`config.mk`:
```
export PLATFORM = sky130hd
export DESIGN_NAME = ifetch16
export DESIGN_NICKNAME = d
export VERILOG_FILES = /design/src/rtl/ifetch16.sv
export SDC_FILE = /design/constraint.sdc
export NUM_CORES = 1
export LEC_CHECK = 0
export CORE_MARGIN = 1.5
export CORE_UTILIZATION = 45
export DETAILED_ROUTE_END_ITERATION = 6
export PLACE_DENSITY = 0.71
export SLEW_MARGIN = 40
export SYNTH_ARGS = -nofsm -noshare
export SYNTH_HDL_FRONTEND = slang
export SYNTH_SLANG_ARGS = --single-unit
```
`constraint.sdc`:
```
create_clock -name clk -period 8 [get_ports clk]
set_clock_uncertainty 0.1 [all_clocks]
set_input_delay 0.8 -clock clk [delete_from_list [all_inputs] [get_ports clk]]
set_output_delay 0.8 -clock clk [all_outputs]
set_load 0.03 [all_outputs]
```
`src/rtl/ifetch16.sv`:
```
`default_nettype none
// ============================================================================
//  Module   : ifetch16
//  Purpose  : Instruction fetch stage. Owns the program counter, fetches
//             16-bit words from instruction memory over a single-outstanding
//             req/ack handshake and prefetches them into a small FIFO whose
//             head feeds the core. A redirect flushes the prefetch state and
//             restarts fetching at a new address.
//  Revision : 1.0 - initial release
// ============================================================================
module ifetch16 #(
  parameter int AW    = 8,
  parameter int DEPTH = 2
) (
  input  logic          clk,
  input  logic          rst,
  // instruction memory side
  output logic          imem_req,
  output logic [AW-1:0] imem_addr,
  input  logic          imem_ack,
  input  logic [15:0]   imem_data,
  // core side
  input  logic          take,
  output logic [15:0]   inst,
  output logic          inst_valid,
  output logic [AW-1:0] inst_pc,
  // redirect
  input  logic          jmp,
  input  logic [AW-1:0] jmp_addr
);

  // FIFO pointer and occupancy widths; DEPTH is a power of two so pointers
  // wrap naturally.
  localparam int PW = $clog2(DEPTH);
  localparam int CW = $clog2(DEPTH + 1);
  localparam logic [CW-1:0] FULL = CW'(DEPTH);

  // IDLE : no request on the bus
  // REQ  : request on the bus whose data will be kept
  // DROP : request on the bus whose data is stale (redirect arrived mid-wait)
  typedef enum logic [1:0] {
    IDLE = 2'd0,
    REQ  = 2'd1,
    DROP = 2'd2
  } state_t;

  state_t          state, state_nxt;
  logic [AW-1:0]   pc, pc_nxt;
  logic [AW-1:0]   addr_q, addr_nxt;
  logic [CW-1:0]   count, count_nxt;
  logic [PW-1:0]   rd_ptr, rd_ptr_nxt;
  logic [PW-1:0]   wr_ptr, wr_ptr_nxt;
  logic [CW-1:0]   count_if_push;
  logic [AW-1:0]   pc_inc;
  logic            push;
  logic            pop;
  logic            not_empty;

  // FIFO payload storage; contents are only observed through the valid gate,
  // so the arrays need no reset.
  logic [15:0]     inst_mem [DEPTH];
  logic [AW-1:0]   pc_mem   [DEPTH];

  assign not_empty = (count != '0);

  // A redirect takes priority over a pop; popping an empty FIFO is a no-op.
  assign pop = take && not_empty && !jmp;

  // Occupancy after a push this cycle, accounting for a same-cycle pop.
  assign count_if_push = pop ? count : (count + CW'(1));

  assign pc_inc = pc + AW'(1);

  // Next-state, PC, request address and push decision.
  always_comb begin
    state_nxt = state;
    pc_nxt    = pc;
    addr_nxt  = addr_q;
    push      = 1'b0;
    unique case (state)
      IDLE: begin
        if (jmp) begin
          // Stay idle one cycle; the request to jmp_addr issues next edge.
          pc_nxt = jmp_addr;
        end else if (count < FULL) begin
          addr_nxt  = pc;
          state_nxt = REQ;
        end
      end
      REQ: begin
        if (jmp) begin
          pc_nxt = jmp_addr;
          // An acked word is simply discarded; an unacked request must be
          // allowed to complete on the bus, so its data is dropped later.
          state_nxt = imem_ack ? IDLE : DROP;
        end else if (imem_ack) begin
          push   = 1'b1;
          pc_nxt = pc_inc;
          if (count_if_push < FULL) begin
            addr_nxt  = pc_inc;
            state_nxt = REQ;
          end else begin
            state_nxt = IDLE;
          end
        end
      end
      DROP: begin
        if (jmp) begin
          pc_nxt = jmp_addr;
        end
        if (imem_ack) begin
          state_nxt = IDLE;
        end
      end
      default: begin
        state_nxt = IDLE;
      end
    endcase
  end

  // FIFO occupancy and pointer updates; a redirect flushes everything.
  always_comb begin
    count_nxt  = count;
    rd_ptr_nxt = rd_ptr;
    wr_ptr_nxt = wr_ptr;
    if (jmp) begin
      count_nxt  = '0;
      rd_ptr_nxt = '0;
      wr_ptr_nxt = '0;
    end else begin
      if (push) begin
        wr_ptr_nxt = wr_ptr + PW'(1);
      end
      if (pop) begin
        rd_ptr_nxt = rd_ptr + PW'(1);
      end
      if (push && !pop) begin
        count_nxt = count + CW'(1);
      end else if (pop && !push) begin
        count_nxt = count - CW'(1);
      end
    end
  end

  // Control state register with asynchronous reset.
  always_ff @(posedge clk or posedge rst) begin
    if (rst) begin
      state  <= IDLE;
      pc     <= '0;
      addr_q <= '0;
      count  <= '0;
      rd_ptr <= '0;
      wr_ptr <= '0;
    end else begin
      state  <= state_nxt;
      pc     <= pc_nxt;
      addr_q <= addr_nxt;
      count  <= count_nxt;
      rd_ptr <= rd_ptr_nxt;
      wr_ptr <= wr_ptr_nxt;
    end
  end

  // Capture the returned word together with the address it was fetched from.
  always_ff @(posedge clk) begin
    if (push) begin
      inst_mem[wr_ptr] <= imem_data;
      pc_mem[wr_ptr]   <= addr_q;
    end
  end

  // Request is decoded from the state register so reset drops it at once.
  assign imem_req   = (state == REQ) || (state == DROP);
  assign imem_addr  = addr_q;
  assign inst_valid = not_empty;
  assign inst       = not_empty ? inst_mem[rd_ptr] : 16'h0000;
  assign inst_pc    = not_empty ? pc_mem[rd_ptr]   : '0;

endmodule
`default_nettype wire

```
Word level (Yosys, flattened, before mapping)
Memory sizes are Yosys's and may differ from the RTL's.
Index checks and enable logic that the tools add are counted.
Operators by class
  reductions and logical operators: 19
  add/sub/neg operators: 5
  order comparisons: 2
  divide/modulo/power cells: 0
  bitwise gates (word level): 0
  muxes and demuxes: 33
  equality and inequality tests: 10
  multiply operators: 0
  shifts and indexed selects: 0
Operator list (count)
  8-bit two-way mux: 9
  8-bit case mux with 2 select lines: 2
  2-bit two-way mux: 10
  16-bit two-way mux: 1
  2-bit != test, second input constant: 6
  1-bit two-way mux: 10
  2-bit nonzero test: 5
  8-bit by 1-bit adder with 8-bit output, second input constant: 1
  2-bit case mux with 3 select lines: 1
  6-bit AND reduction: 1
  1-bit logical AND: 4
  2-bit < comparator, second input constant: 2
  4-bit AND reduction: 1
  1-bit logical NOT: 3
  3-bit != test, second input constant: 1
  3-bit AND reduction: 1
  3-bit nonzero test: 1
  1-bit adder, second input constant: 2
  2-bit by 1-bit adder with 2-bit output, second input constant: 1
  2-bit by 1-bit == test with 1-bit output, second input constant: 1
  2-bit == test, second input constant: 1
  2-bit logical NOT: 1
  2-bit by 1-bit != test with 1-bit output, second input constant: 1
  2-bit OR reduction: 1
  other kinds (2): 2
Word-level totals
  memories: 2
  bits in latches: 0
  logic and storage cells: 77
  output and inout port bits: 34
  input bits: 29
  ROM bits: 0
  register bits after elaboration: 22
  bits in writable memories: 48
Memory list
  inst_mem: depth 2, width 16, rd ports 1, clocked after memory_dff 0, wr ports 1, line 61  | logic [15:0] inst_mem [DEPTH];
  pc_mem: depth 2, width 8, rd ports 1, clocked after memory_dff 0, wr ports 1, line 62  | logic [AW-1:0] pc_mem [DEPTH];

Longest topological paths before layout
Gate-level depths: netlist (run 1).
  word-level depth: 9
  mapped depth: 7
  gate-level depth less buffers: 6

Worst setup path after synthesis (run 1)
No wires, ideal clock.
  path kind: input -> register
  from: in jmp
  to: mem inst_mem[0][0], enable pin
  cell stages on the path: 4
  setup slack: 5.235 ns
  setup time: 0.405 ns
  arrival time: 2.261 ns
  data required time: 7.495 ns
  path buffers: 1
  path through: buf_2 > nor2b_1 > nand2_1 > nor2_1
On the way
  cells in the longest elaborated chain, start to end: 4
Ends and longest elaborated chain
  start, declared: line 28  | input logic jmp,
  1-bit two-way mux: line 91  | if (jmp) begin
  1-bit two-way mux: line 80  | unique case (state)
  1-bit two-way mux: line 166  | if (push) begin
  1-bit two-way mux (not written as such): line 167  | inst_mem[wr_ptr] <= imem_data;
  end, declared: line 61
Every way passes these cells.

Worst setup path in the final report (run 1)
  from: reg rd_ptr
  to: out inst[7]
On the way
  cells in the longest elaborated chain, start to end: 2
Ends and longest elaborated chain
  start, declared: line 51  | logic [PW-1:0] rd_ptr, rd_ptr_nxt;
  start signal, assigned: line 159  | rd_ptr <= rd_ptr_nxt;
  memory read 2 x 16 bit
  16-bit two-way mux: line 176  | assign inst = not_empty ? inst_mem[rd_ptr] : 16'h0000;
  end, declared: line 24  | output logic [15:0] inst,
Every way passes these cells.

==> results by group, run 1 <==
Status
  • Status: finished, final reports clean

Critical path
  • CP Class: flip-flop to output port
  • CP startpoint kind: flip-flop
  • R2R Path Start: state[1]
  • RR Endpoint: inst_mem[1][9]
  • Crit Path Max Fanout: 13
  • CP endpoint kind: output port
  • Register-to-Register Path Depth: 4
  • Worst Path Required: ~7100 ps
  • FF-to-FF setup slack: between 5000 and 6000 ps
  • Worst EP arrival: 2390 ps

Power
  • Internal: 1.01 mW
  • Worst vdd ir: around 0.2 mV
  • Switch share: 0.376
  • Total power: 1.62 mW
  • Pwr dens: approximately 390 mW/mm2
  • Clock share of power: 0.206
  • Psw: between 600 and 700 uW
  • Seq pwr share: 0.349
  • Combinational power share: 0.445
  • Leak pwr: ~1.5 nW

Route
  • DRC: 0
  • Routed Antenna Nets: 0
  • DR WL/cell: between 10 and 15 um
  • Vias per inst: about 5
  • DRT Pass-1 Iters: 5
  • Vias: slightly above 2k
  • Initial drt markers: ~110
  • WL final: 5830 um

Finish
  • Area Growth Syn to Fin: 29.5%
  • Post-route non-filler standard cell count: 410
  • Fillers: between 500 and 600
  • Share of layout cells above drive strength 1: 0.108
  • Util after Layout: 0.605
  • Antenna fix cells: 0
  • Fin nets: between 300 and 400
  • Area of the multi-input gates: ~0.0011 mm2
  • Sequential Area: about 0.0020 mm2

GRT
  • Global-route wire length before repair: around 9100 um
  • Grt ovf: 0
  • Largest net degree at the start of global routing: 28
  • Total GRT Usage: 0.162
  • Initial antenna violation count: 0
  • Vias in the first global route: between 1.5k and 2k

Die
  • Initial Util: 0.467
  • IO Pins: 63
  • # rows: 30
  • Core ar.: 0.00683 mm2
  • Chip width: between 80 and 90 um
  • Die area: approximately 0.0076 mm2
  • Die height: slightly below 90 um

Synth
  • Net Count, Synth: roughly 280
  • Yosys top cell area share: 0.452
  • Synth cell count leaders: 48 x edfxtp_1, 34 x nor2_1, 26 x mux2i_1, 22 x dfrtp_1, 14 x nand2_1
  • Mapped Cells: 247
  • Seq cells post-synth: 70
  • Number of synthesized flops with an enable pin: 48
  • Area of the mapped netlist: 0.00319 mm2
  • FFs w/ async S/R, synth: 0.314
  • Most frequent cell after synthesis: edfxtp_1
  • Post-synthesis cell type count: 37
  • Register area share after synthesis: 0.624
  • Syn avg cell area: around 13 um2
  • Most common flop cell mapped by yosys: edfxtp_1
  • Largest area contributor in the netlist: edfxtp_1
  • Dominant cells by area after synthesis: edfxtp_1 45%, dfrtp_1 17%, mux2i_1 8.2%
  • Ys Warns: 0

Placement
  • DP HPWL: 3950 um
  • IO Port Bufs: between 60 and 70
  • DP Cell Count: 394
  • Routability Congestion: around 0.84

Timing
  • Final setup viols: 0
  • RSZ-0062 raised after global routing: false
  • F_max: approximately 300 MHz
  • Worst-Margin Slew: just under 700 ps
  • Tmin final: 3290 ps
  • Setup TNS: 0 ps
  • Slew Viols, Final: 0
  • Worst slew margin: 0.551
  • Fin. Hold Viols: 0
  • Final period util: 0.411

Hold path
  • Hold_sp: imem_addr[1]
  • Hold path cells: 0
  • Type of the worst min-delay path: flip-flop to flip-flop
  • WHS Endpoint: pc_mem[0][1]

Run
  • Max-cap viol count: 0

Clocking
  • Number of CTS-inserted buffers: 9
  • # clock sinks: 70
  • Post-CTS resize count: 0
  • CTS clk-pin slew, worst paths: ~70 ps
  • CTS root buf: clkbuf_8
  • Hold buffers post-CTS: 0
  • Skew-Pair Late Insertion Delay: around 340 ps
  • H-Tree Depth: 3
  • TritonCTS clock tree: done
  • Max Buffers Root-to-Sink: 2
  • Post-CTS Setup Inserts: 0
-- layout by cell type (no fill, tap or decap), types with 2 or more instances in the layout --
cell type	n
clkdlybuf4s50_1	62
edfxtp_1	48
nor2_1	33
mux2i_1	26
dfrtp_1	22
nand2_1	14
clkbuf_8	9
xnor2_1	8
o21ai_0	8
mux2_2	7
inv_1	6
a2bb2oi_1	6
nand3_1	5
a211oi_1	5
and3_1	4
nor3_1	4
ha_1	4
mux2_1	3
nand4_1	3
a21oi_1	3
xor2_1	3
bufinv_16	3
nor3b_2	2
o22ai_1	2
nor2_2	2
nor2b_1	2
buf_4	2
-- power groups by stage --
stage               clock network (mW)  logic (mW)  registers [mW]
floorplan                            0       0.480           0.573
global placement                     0       0.710           0.567
detailed placement                   0       0.722           0.570
CTS                              0.339       0.725           0.563
global route                     0.355       0.778           0.575
finish                           0.333       0.718           0.564
-- layout make-up --
cell class	count	share of cell area
flip-flops and latches	70	0.482
clock inverters	6	0.0266
inverters	7	0.00636
multi-input cells	157	0.271
repair buffers	64	0.154
well taps	96	0.0291
clock buffers	10	0.0309
-- worst max-delay path by stage --
| stage | startpoint | to | slack [ps] | cells after the start |
|---|---|---|---|---|
| after floorplan | jmp | inst_mem[0][0] | 5230 | 4 |
| after global placement | jmp | inst_mem[1][3] | 4770 | 3 |
| after detailed placement | jmp | pc[0] | 4960 | 5 |
| after CTS | rd_ptr | inst[4] | 4670 | 4 |
| after global routing | rd_ptr | inst[7] | 4540 | 4 |
| final | rd_ptr | inst[7] | 4710 | 4 |
-- critical path: stages, from the launching register on --
cell	delay [ps]
dfrtp_1	780
buf_4	370
mux2i_1	240
nor2_1	60
clkdlybuf4s50_1	610
-- registers in the layout (all words and copies together), names as in the netlist --
register / cells
rd_ptr: 1
state: 2
wr_ptr: 1
pc_mem: 16
count: 2
inst_mem: 32
imem_addr: 8
pc: 8
-- metrics by stage --
step	worst slack [ps]	hold WS (ps)	instance area, um2
floorplan	5230	411	3190
global placement	4770	391	3890
CTS	4670	406	4130
finish	4710	405	4130
detailed placement	4960	389	3890
global route	4540	428	4130
-- routing by layer --
layer,part of all wire,up-vias,GRT usage,wire (um)
met5,0,-,0,0
met4,0.0081,0,0.0519,47
met3,0.061,6,0.0540,355
met2,0.47,68,0.255,2720
met1,0.46,972,0.213,2710
li1,-,1014,-,-
-- cells by family after synthesis --
| logic type | count (synthesis) | synth area share |
|---|---|---|
| buf+inv | 20 | 0.0282 |
| xor+xnor | 11 | 0.0302 |
| simple gates | 76 | 0.117 |
| compound gates | 29 | 0.0643 |
| fa+ha+maj | 5 | 0.0196 |
| flops | 70 | 0.624 |
| mux | 36 | 0.117 |
No activity file was read; power rests on OpenSTA's default activity.
==> inputs of run 2 (changes only) <==
- PLACE_DENSITY: 0.71 -> 0.74
- clock period: 8 -> 3 ns (I/O delays scaled with it)
==> run 2 against run 1 <==
Utilization decreased by 0.18 points. Worst hold slack got worse by 210 ps. Design area decreased by 0.30%. Critical path type unchanged. Sequential power increased to 2.6 times the previous value. Highest routed layer unchanged. Total power increased to 2.6 times the previous value.
==> results by group, run 2 (synthesis gave the netlist of run 1 again) <==
Power
  • Switch share: 0.395 (+0.0192)
  • Combinational power share: 0.466 (+0.021)
  • Internal: 2.54 mW (+150%)
  • Pwr dens: 1020 mW/mm2 (+160%)
  • Worst vdd ir: 0.492 mV (+150%)
  • Leak pwr: 1.48 nW (+0.31%)
  • Clock share of power: 0.179 (-0.027)
  • Psw: 1.66 mW (+170%)
  • Seq pwr share: 0.355 (+0.006)

Route
  • Routed Antenna Nets: 0 (unchanged)
  • Initial drt markers: 163 (+55%)
  • DR WL/cell: 14.9 um (+4.9%)
  • DRC: 0 (unchanged)
  • DRT Pass-1 Iters: 6 (+1)
  • Vias: 2096 (+1.7%)
  • WL final: 6160 um (+5.7%)
  • Vias per inst: 5.08 (+1.0%)

Die
  • Initial Util: 0.467 (unchanged)
  • Die height: 87.2 um (unchanged)
  • # rows: 30 (unchanged)
  • Die area: 0.00761 mm2 (unchanged)
  • Core ar.: 0.00683 mm2 (unchanged)
  • Chip width: 87.2 um (unchanged)
  • IO Pins: 63 (unchanged)

Timing
  • Worst slew margin: 0.594 (+0.0426)
  • Tmin final: roughly 2600 ps
  • Final period util: 0.854
  • Hold WS: 196 ps (-209 ps)
  • Slew Viols, Final: 0 (unchanged)
  • RSZ-0062 raised after global routing: false
  • Setup TNS: 0 ps (unchanged)
  • Worst-Margin Slew: 607 ps (-66.1 ps)
  • Final setup viols: 0 (unchanged)
  • F_max: 390 MHz
  • Fin. Hold Viols: 0 (unchanged)

Finish
  • Area Growth Syn to Fin: 29.1%
  • Fin nets: 346 (+0.87%)
  • Fillers: 586 (+3.4%)
  • Biggest register: inst_mem
  • Share of layout cells above drive strength 1: 0.120 (+0.0116)
  • Largest register FFs: 32 (unchanged)
  • Antenna fix cells: 0 (unchanged)
  • Commonest cells after routing, fill and taps aside: 62 x clkdlybuf4s50_1, 48 x edfxtp_1, 33 x nor2_1
  • Commonest non-fill, non-tap cell in the layout: clkdlybuf4s50_1
  • Final Cell Area: 0.00412 mm2 (-0.30%)
  • Biggest regs: inst_mem: 32 flops, pc_mem: 16 flops

Status
  • Status: finished, final reports clean

Critical path
  • CP bufs+invs: 2 (unchanged)
  • Levels on crit path: 4 (unchanged)
  • CP max stage delay: 620 ps (-160 ps)
  • Crit Path Max Fanout: 27 (+14)
  • Worst Path Required: 2600 ps (-4500 ps)
  • CP startpoint kind: flip-flop
  • CP endpoint kind: output port
  • Delay-heaviest family, CP: buffers and inverters
  • Slowest-stage cell, CP: clkdlybuf4s50_1
  • CP cell instances: inv_1, ha_2, nor2_1, clkdlybuf4s50_1
  • Worst EP arrival: 2160 ps (-230 ps)
  • Register-to-Register Path Depth: 6 (+2)
  • CP Class: flip-flop to output port

GRT
  • Grt ovf: 0 (unchanged)
  • Total GRT Usage: 0.170 (+0.00796)
  • Largest net degree at the start of global routing: 28 (unchanged)
  • Global-route wire length before repair: 9670 um (+5.9%)
  • Initial antenna violation count: 0 (unchanged)
  • Vias in the first global route: 2015 (+6.4%)

Clocking
  • # clock sinks: 70 (unchanged)
  • Number of CTS-inserted buffers: 9 (unchanged)
  • Post-CTS resize count: 0 (unchanged)
  • Post-CTS Setup Inserts: 0 (unchanged)
  • CTS clk-pin slew, worst paths: 80 ps (about the same)
  • Max Buffers Root-to-Sink: 2 (unchanged)
  • H-Tree Depth: 3 (unchanged)
  • Hold buffers post-CTS: 0 (unchanged)
  • CTS root buf: clkbuf_8
  • Skew-Pair Late Insertion Delay: 330 ps (about the same)
  • TritonCTS clock tree: done

Placement
  • DP HPWL: 4200 um (+6.3%)
  • IO Port Bufs: 62 (unchanged)
  • Post-DP Area: 0.00392 mm2 (+0.87%)
  • Routability Congestion: 0.816 (-2.9%)

Run
  • Max-cap viol count: 0 (unchanged)

Hold path
  • Type of the worst min-delay path: input pin to async pin
-- run 2: cell count changes in the layout (fill, tap and decap cells not counted), sizes merged --
cell / before / now
buf: 2 / 5
bufinv: 3 / 1
clkbuf: 10 / 9
clkinv: 2 / 4
inv: 7 / 8
-- run 2: metal layers --
metal	share of wire	global-route usage	routed length, um
met5	0	0	0
met4	0.015	0.0693	93
met3	0.051	0.0398	317
met2	0.48	0.271	2960
met1	0.45	0.225	2790
-- run 2: final timing paths --
kind	from	end	slack, ps
max in group asynchronous	rst	pc[3]	2270
max reg2reg	state[1]	imem_addr[0]	670
max	count[1]	inst_pc[6]	440
min	rst	count[1]	200
min in group clk	imem_addr[1]	pc_mem[0][1]	400
min reg2reg	imem_addr[1]	pc_mem[0][1]	400
-- run 2: worst reg2reg max path: cells and delay by family (launching register included) --
family	cells	cell delay (ps)
AO/OA/AOI/OAI	1	150
adder cells (fa/ha/maj)	1	490
buffers and inverters	1	130
flip-flops	1	400
multiplexers	1	340
AND/OR/NAND/NOR	2	610
-- run 2: layout make-up --
| class | count | area [um2] | share of cell area |
|---|---|---|---|
| Clock buffer | 9 | 124 | 0.0301 |
| Tap cell | 96 | 120 | 0.0291 |
| Multi-Input combinational cell | 157 | 1110 | 0.270 |
| Inverter | 7 | 26.3 | 0.00638 |
| Sequential cell | 70 | 1990 | 0.483 |
| Clock inverter | 7 | 73.8 | 0.0179 |
| Timing Repair Buffer | 67 | 671 | 0.163 |
-- run 2: metrics by stage --
step / worst slack (ps) / utilization / std cells / total power [mW]
4_1_cts: 421 / 0.603 / 413 / 4.23
3_5_place_dp: 623 / 0.574 / 397 / 3.47
6_report: 439 / 0.603 / 413 / 4.21
2_1_floorplan: 267 / - / 247 / 2.81
5_1_grt: 338 / 0.603 / 413 / 4.45
3_3_place_gp: 486 / 0.574 / 397 / 3.43
-- run 2: power groups by stage --
stage          logic, mW  registers (mW)  clock network (mW)
3_5_place_dp        1.96            1.51                   0
3_3_place_gp        1.93            1.50                   0
6_report            1.96            1.49               0.752
2_1_floorplan       1.28            1.53                   0
5_1_grt             2.11            1.53               0.817
4_1_cts             1.97            1.49               0.767
==> inputs of run 3 (changes only) <==
- PLACE_DENSITY: 0.74 -> 0.71
- SETUP_SLACK_MARGIN: default -> 0.15
- clock period: 3 -> 3.2 ns (I/O delays scaled with it)
==> run 3 against run 2 <==
Count of clock-buffer cells in the layout up 2. Via count down 0.86%. Non-clock buffer count down 1. Design area up 0.15%. Die area unchanged. Sequential power down 7%. Total power down 5.6%. Clock power up 2.9%. Worst setup slack better by 240 ps. Sequential cell count unchanged. Critical endpoint is now inst_pc[0].
==> results by group, run 3 (synthesis gave the netlist of run 1 again) <==
Status
  • Status: finished, final reports clean

Die
  • Core ar.: 0.00683 mm2 (unchanged)
  • IO Pins: 63 (unchanged)
  • Die height: 87.2 um (unchanged)
  • Die area: 0.00761 mm2 (unchanged)
  • # rows: 30 (unchanged)
  • Chip width: 87.2 um (unchanged)
  • Initial Util: 0.467 (unchanged)

Timing
  • F_max: roughly 400 MHz
  • Worst-Margin Slew: 593 ps (-14.5 ps)
  • Fin. Hold Viols: 0 (unchanged)
  • Final period util: 0.789
  • Slew Viols, Final: 0 (unchanged)
  • Worst slew margin: 0.603 (+0.00972)
  • Tmin final: approximately 2500 ps
  • Setup TNS: 0 ps (unchanged)
  • Final setup viols: 0 (unchanged)
  • RSZ-0062 raised after global routing: false

Power
  • Pwr dens: 962 mW/mm2 (-5.8%)
  • Leak pwr: 1.48 nW (+0.37%)
  • Total power: 3.97 mW (-5.6%)
  • Worst vdd ir: 0.418 mV (-15%)

Clocking
  • Max Buffers Root-to-Sink: 2 (unchanged)
  • # clock sinks: 70 (unchanged)
  • Post-CTS Setup Inserts: 0 (unchanged)
  • H-Tree Depth: 3 (unchanged)
  • TritonCTS clock tree: done
  • Number of CTS-inserted buffers: 9 (unchanged)
  • CTS root buf: clkbuf_8
  • CTS clk-pin slew, worst paths: 70 ps (about the same)
  • Skew-Pair Late Insertion Delay: 330 ps (about the same)
  • Hold buffers post-CTS: 0 (unchanged)
  • Post-CTS resize count: 0 (unchanged)

Finish
  • Largest register FFs: 32 (unchanged)
  • Biggest register: inst_mem
  • Share of layout cells above drive strength 1: 0.114 (-0.00595)
  • Biggest regs: inst_mem: 32 flops, pc_mem: 16 flops
  • Commonest cells after routing, fill and taps aside: 62 x clkdlybuf4s50_1, 48 x edfxtp_1, 33 x nor2_1
  • Area Growth Syn to Fin: 29.3%
  • Commonest non-fill, non-tap cell in the layout: clkdlybuf4s50_1
  • Fin nets: 345 (-0.29%)
  • Antenna fix cells: 0 (unchanged)

Route
  • DRC: 0 (unchanged)
  • Routed Antenna Nets: 0 (unchanged)
  • DR WL/cell: 14.1 um (-5.3%)
  • WL final: 5820 um (-5.6%)
  • Initial drt markers: 71 (-56%)
  • Vias: 2078 (-0.86%)
  • DRT Pass-1 Iters: 4 (-2)
  • Vias per inst: 5.04 (-0.62%)

Critical path
  • CP startpoint kind: flip-flop
  • CP endpoint kind: output port
  • Slowest-stage cell, CP: clkdlybuf4s50_1
  • CP Class: flip-flop to output port
  • Worst Path Required: 2780 ps (+180 ps)
  • CP cell instances: buf_4, mux2i_1, nor2_1, clkdlybuf4s50_1
  • Worst EP arrival: 2100 ps (-60 ps)
  • FF-to-FF setup slack: 940 ps (+270 ps)
  • Crit Path Max Fanout: 23 (-15%)
  • CP max stage delay: 620 ps (about the same)
  • CP bufs+invs: 2 (unchanged)
  • Delay-heaviest family, CP: buffers and inverters

GRT
  • Largest net degree at the start of global routing: 28 (unchanged)
  • Total GRT Usage: 0.166 (-0.00435)
  • Vias in the first global route: 2036 (+1.0%)
  • Initial antenna violation count: 0 (unchanged)
  • Grt ovf: 0 (unchanged)
  • Global-route wire length before repair: 9470 um (-2.0%)

Placement
  • DP HPWL: 3990 um (-5.0%)
  • Routability Congestion: 0.798 (-2.2%)
  • IO Port Bufs: 62 (unchanged)

Hold path
  • Type of the worst min-delay path: input pin to async pin

Run
  • Max-cap viol count: 0 (unchanged)
==> run 3: cell types whose count changed in the layout (fill, tap and decap cells not counted), sizes merged <==
cell / delta
clkbuf: +2
buf: -1
bufinv: +1
clkinv: -1
clkinvlp: -1
inv: -1
==> run 3: worst register-to-register path, stage by stage, from the launching register on <==
cell      delay [ps]
dfrtp_1          400
inv_1            120
ha_1             480
nand2b_1         140
a21oi_2          380
nor2_2           170
mux2_1           350
==> run 3: cell type report <==
cell class,instances,area [um2]
fill,565,2700
sequential,70,1990
multi-input combinational,157,1110
timing repair buffer,66,651
clock buffer,11,141
tap,96,120
clock inverter,5,82.6
inverter,7,26.3
==> run 3: per-layer routing <==
metal	vias to the layer above	wire length [um]	GRT usage	share of wire
met4	0	42	0.0722	0.0072
met3	4	340	0.0370	0.058
met1	986	2600	0.220	0.45
met5	-	0	0	0
li1	1022	-	-	-
met2	66	2840	0.262	0.49
==> run 3: report_power, final <==
part	switching [mW]	internal, mW
combinational	1.01	0.800
clock	0.312	0.462
sequential	0.180	1.21
total	1.50	2.47
==> run 3: path summary, 6_finish.rpt <==
path                               from            to  cells after the start
max                              rd_ptr    inst_pc[0]                      4
min                                 rst      count[0]                      2
max reg2reg                    state[1]         pc[1]                      6
min reg2reg                imem_addr[3]  pc_mem[1][3]                      0
max in group asynchronous           rst  imem_addr[6]                      2
min in group clk           imem_addr[3]  pc_mem[1][3]                      0
==> run 3: metrics by stage <==
step	cells	instance area, um2	hold slack, ps	setup slack, ps	utilization
after floorplan	247	3190	209	467	-
after global placement	396	3900	390	691	0.571
after detailed placement	396	3900	395	818	0.571
after CTS	412	4130	238	618	0.604
after global routing	412	4130	266	539	0.604
final	412	4130	227	675	0.604
